[config.mk]
export PLATFORM = sky130hd
export DESIGN_NAME = sw_event_decoder
export DESIGN_NICKNAME = d
export VERILOG_FILES = /design/src/rtl/sw_event_decoder.sv
export SDC_FILE = /design/constraint.sdc
export NUM_CORES = 1
export LEC_CHECK = 0
export ABC_AREA = 1
export BUFFER_PORTS_ARGS = -buffer_cell sky130_fd_sc_hd__buf_2
export CORE_MARGIN = 4
export CORE_UTILIZATION = 45
export DETAILED_ROUTE_END_ITERATION = 8
export SLEW_MARGIN = 20
export SYNTH_ARGS = -nofsm -noshare
export SYNTH_HDL_FRONTEND = slang
export SYNTH_SLANG_ARGS = --single-unit
[constraint.sdc]
create_clock -name CLK -period 1.6 [get_ports CLK]
set_input_delay 0.24 -clock CLK [delete_from_list [all_inputs] [get_ports CLK]]
set_output_delay 0.24 -clock CLK [all_outputs]
set_load 0.01 [all_outputs]
[src/rtl/sw_event_decoder.sv]
`default_nettype none
// ============================================================================
//  Module   : sw_event_decoder
//  Purpose  : Turns a debounced switch level into single-cycle gesture events
//             (press, release, click, long press, auto-repeat) plus a HELD
//             level. One instance per switch, directly after the debouncer.
//  Revision : 1.0 - initial release
// ============================================================================
module sw_event_decoder #(
  parameter int LONG_CYCLES   = 12_500_000,
  parameter int REPEAT_CYCLES = 2_500_000,
  parameter int CNT_W         = 24
) (
  input  logic CLK,
  input  logic RST,
  input  logic SW_DB,
  output logic PRESS,
  output logic RELEASE,
  output logic CLICK,
  output logic LONG,
  output logic REPEAT,
  output logic HELD
);

  typedef enum logic [1:0] {
    ST_IDLE    = 2'd0,
    ST_PRESSED = 2'd1,
    ST_HELD    = 2'd2
  } state_t;

  localparam logic [CNT_W-1:0] c_long   = CNT_W'(LONG_CYCLES);
  localparam logic [CNT_W-1:0] c_repeat = CNT_W'(REPEAT_CYCLES);
  localparam logic [CNT_W-1:0] c_one    = CNT_W'(1);

  state_t           r_state;
  state_t           w_state_nxt;
  logic [CNT_W-1:0] r_cnt;
  logic [CNT_W-1:0] w_cnt_nxt;
  logic             r_sw_q;
  logic             w_press;
  logic             w_release;
  logic             w_click;
  logic             w_long;
  logic             w_repeat;

  // State, hold counter, sampled switch and all event outputs are registered.
  always_ff @(posedge CLK or posedge RST) begin
    if (RST) begin
      r_state <= ST_IDLE;
      r_cnt   <= '0;
      r_sw_q  <= 1'b0;
      PRESS   <= 1'b0;
      RELEASE <= 1'b0;
      CLICK   <= 1'b0;
      LONG    <= 1'b0;
      REPEAT  <= 1'b0;
      HELD    <= 1'b0;
    end else begin
      r_state <= w_state_nxt;
      r_cnt   <= w_cnt_nxt;
      r_sw_q  <= SW_DB;
      PRESS   <= w_press;
      RELEASE <= w_release;
      CLICK   <= w_click;
      LONG    <= w_long;
      REPEAT  <= w_repeat;
      HELD    <= (w_state_nxt != ST_IDLE);
    end
  end

  // Next-state / event decode; a sampled release always beats a terminal count.
  always_comb begin
    w_state_nxt = r_state;
    w_cnt_nxt   = r_cnt;
    w_press     = 1'b0;
    w_release   = 1'b0;
    w_click     = 1'b0;
    w_long      = 1'b0;
    w_repeat    = 1'b0;
    case (r_state)
      ST_IDLE: begin
        if (SW_DB) begin
          w_state_nxt = ST_PRESSED;
          w_cnt_nxt   = c_one;
          w_press     = 1'b1;
        end
      end
      ST_PRESSED: begin
        if (!SW_DB) begin
          w_state_nxt = ST_IDLE;
          w_cnt_nxt   = '0;
          w_release   = 1'b1;
          w_click     = 1'b1;
        end else if (r_cnt == c_long) begin
          w_state_nxt = ST_HELD;
          w_cnt_nxt   = c_one;
          w_long      = 1'b1;
        end else begin
          w_cnt_nxt   = r_cnt + c_one;
        end
      end
      ST_HELD: begin
        if (!SW_DB) begin
          w_state_nxt = ST_IDLE;
          w_cnt_nxt   = '0;
          w_release   = 1'b1;
        end else if (r_cnt == c_repeat) begin
          w_cnt_nxt   = c_one;
          w_repeat    = 1'b1;
        end else begin
          w_cnt_nxt   = r_cnt + c_one;
        end
      end
      default: begin
        w_state_nxt = ST_IDLE;
        w_cnt_nxt   = '0;
      end
    endcase
  end

  // The FSM leaves IDLE exactly when it samples a 1 and returns exactly when it
  // samples a 0, so HELD must always mirror the previously sampled switch.
  a_held_matches_sw: assert property (@(posedge CLK) disable iff (RST) HELD == r_sw_q);
  a_single_event: assert property (@(posedge CLK) disable iff (RST) $onehot0({PRESS, LONG, REPEAT}));

endmodule
`default_nettype wire

==> impl_metrics.tcl <==
set metrics [dict create \
    status "finished, final reports clean" \
    routed_via_density 4.951 \
    pwr-share-seq_pct 38.6 \
    p_int_uw 1613 \
    io_buffer_count 8 \
    n_fill_cell 419 \
    synth-seq-area-share_pct 37.10 \
    grt_usage_pct 18.29 \
    worst_pin_slew_ns 0.4208 \
    timing_worst_setup_path_type "reg2reg" \
    synthDistinctLibCells 25 \
    critPathCaptureType "register" \
    yosys_warnings 0 \
    area_delta_synth_final_pct 22.67 \
    max-vdd-ir-drop_v 0.0005184 \
    design.die.area_mm2 0.005968 \
    dp.cells 372 \
    synth.area.top_cells "dfrtp_1 37%, nand2_1 15%, inv_1 7.1%" \
    synth_compound_area_share_pct 6.319 \
    synthCells 298 \
    num_vias 1911 \
    drt-total-wl_um 5293 \
    hp-class "in2async" \
    drt_iter0_drc 140 \
    worstPathRequired_ns 1.77 \
    crit_path_cell_trace "inv_1 -> ha_2 -> nand2_2 -> nor2_2 -> nand3_2 -> nand2_4 -> nand2_8 -> nand2_4 -> o21ai_0" \
    yosysTopAreaCell "dfrtp_1" \
    synthesis.nets 307 \
    p_switching_uw 882.5 \
    place.gp.congestion 0.8792 \
    synthSimpleGateAreaFrac_pct 36.87 \
    slew_headroom_pct 71.95 \
    worst_path_dominant_cell_family "simple AND/OR/NAND/NOR gates" \
    synth_common_cells "89 x nand2_1, 41 x inv_1, 34 x nor2_1" \
    netlist_area_mm2 0.002158 \
    layout.cells.non_filler 386 \
    cts_made_buffers 5 \
    cp.buffers_inverters 1 \
    rows 24 \
    root_buffer "clkbuf_8" \
    antenna_found_initial 0 \
    r2r_cells 9 \
    synth-xor-area-share_pct 6.493 \
    ioPinCount 9 \
    postRouteAntennaNets 0 \
    core_mm2 0.004504 \
    clkTransAtPathRegs_ns 0.07 \
    cts_tree "built" \
    post-synth-top-area-fraction_pct 37.10 \
    wl_per_cell_um 13.71 \
    p_sw_share_pct 35.36 \
    cts_buffer_depth 2 \
    crit_cells 9 \
    synthAdderAreaFrac_pct 3.478 \
    die_x_um 77.26 \
    ys_ff_latch 32 \
    synthMostInstantiatedCell "nand2_1" \
    finalSetupViolations 0 \
    report.power.total_uw 2496 \
    nets 342 \
    hpwl_um 3725 \
    synthFlopType "dfrtp_1" \
    grt_max_degree 33 \
    fmax_mhz 661.6 \
    cp-start-kind "register" \
    htree_levels 2 \
    cpMaxStageDelayCell "dfrtp_2" \
    pwr-share-comb_pct 30.1 \
    cts.sinks 32 \
    slew_violations 0 \
    cap_viol_max_count 0 \
    path_max_fanout 7 \
    power_density_mw_per_mm2 942.7 \
    grt_pass1_wl_um 8569 \
    drc 0 \
    fin_ws_ns 0.08849 \
    arrival_ns 1.68 \
    synth-edff-count 0 \
    critPathMostFrequentCell "nand2_4" \
    clock_skew_ns 0.006562 \
    grt_setup_unrepaired "yes" \
    critical_path.max_stage_delay_ns 0.45 \
    grt_pass1_vias 1828 \
    insertion_delay_ns 0.29 \
    fin_crit_ns 1.512 \
    dp_slack_ns -0.03112 \
    dieHeight_um 77.26 \
    synth_top_family_by_area "simple AND/OR/NAND/NOR gates" \
    finalHoldViolations 0 \
    n_antenna_cell 0 \
    p_clk_share_pct 31.3 \
    finalCritPeriodShare_pct 94.47 \
    drive_gt1_share_pct 29.34 \
    synthMuxAreaShare_pct 0 \
    leakagePower_uw 0.001256 \
    grt.overflow.total 0 \
    ys_async_sr_fraction_pct 100.0 \
    start_util_pct 47.92 \
    avgSynthCellArea_um2 7.243 \
    drt_pass1_iterations 4 \
    hold_buffers 0 \
]
## cell type report
| type | instances | area (um2) | share of cell area (%) |
|---|---|---|---|
| tap | 52 | 65.06 | 2.457 |
| clock buffer | 6 | 72.57 | 2.741 |
| sequential | 32 | 808.3 | 30.53 |
| multi-input combinational | 219 | 1281 | 48.39 |
| inverter | 43 | 161.4 | 6.096 |
| clock inverter | 2 | 35.03 | 1.323 |
| timing repair buffer | 32 | 224.0 | 8.459 |
## cells in the final DEF, fill, tap and decap left out, types with 6 or more instances in the layout
master	Yosys	layout
o21ai_2	7	7
dfrtp_1	32	26
nor2_4	3	7
inv_1	41	36
nand3_1	24	24
nor2_1	34	23
inv_2	2	7
buf_2	2	8
buf_4	2	23
nand2_2	5	8
dfrtp_2	0	6
xor2_1	14	14
nand2_1	89	85
nor2_2	5	12
o21ai_0	11	9
## power groups by stage
stage          Clock, uW  Sequential (uW)  Combinational, uW
2_1_floorplan          0              967                438
5_1_grt              840              976                832
3_5_place_dp           0              957                627
4_1_cts              804              942                642
6_report             781              964                752
3_3_place_gp           0              950                626
## path summary, 6_finish.rpt
| kind | end | slack, ns | startpoint |
|---|---|---|---|
| max | r_cnt[2] | 0.09 | r_cnt[0] |
| min | r_cnt[4] | 0.03 | RST |
| max reg2reg | r_cnt[2] | 0.09 | r_cnt[0] |
| min reg2reg | r_cnt[20] | 0.53 | r_cnt[20] |
| max in group asynchronous | r_cnt[14] | 1.25 | RST |
| min in group CLK | CLICK | 0.21 | SW_DB |
## cell families (layout without fill, tap and decap cells)
kind of cell / Yosys count / in the layout
and+or+nand+nor: 173 / 175
DFF: 32 / 32
buffers and inverters: 49 / 83
AOI/OAI and AO/OA: 22 / 22
xor gates and xnor gates: 16 / 16
adders and majority gates: 6 / 6
## tightest hold or removal path: stages
cell,delay (ns)
buf_2,0.09
inv_1,0.04
buf_4,0.37
## routing by layer
| metal | vias up | global-route usage (%) | part of all wire [%] |
|---|---|---|---|
| li1 | 997 | - | - |
| met1 | 880 | 23.19 | 46 |
| met2 | 23 | 29.71 | 48 |
| met3 | 11 | 3.513 | 3.0 |
| met4 | 0 | 8.897 | 2.3 |
| met5 | - | 0 | 0 |
## per-stage QoR
step	hold WS (ns)	TNS [ns]	area, um2	utilization [%]
6_report	0.02591	0	2648	58.78
5_1_grt	0.09024	-0.02159	2648	58.78
4_1_cts	0.03869	0	2486	55.19
3_5_place_dp	0.3589	-0.04084	2365	52.50
3_3_place_gp	0.3475	0	2365	52.50
2_1_floorplan	0.3562	0	2158	-
## flip-flops by register name, indices dropped and copies added (netlist names)
register	cells
HELD	1
r_cnt	24
CLICK	1
LONG	1
r_state	2
REPEAT	1
PRESS	1
RELEASE	1
## repair_timing
action	in CTS	in global routing
cloned	0	2
setup endpoints to repair	7	24
resized for setup	2	39
pin swaps	0	12
setup buffers	0	4
Power figures use the tool's default switching activity.
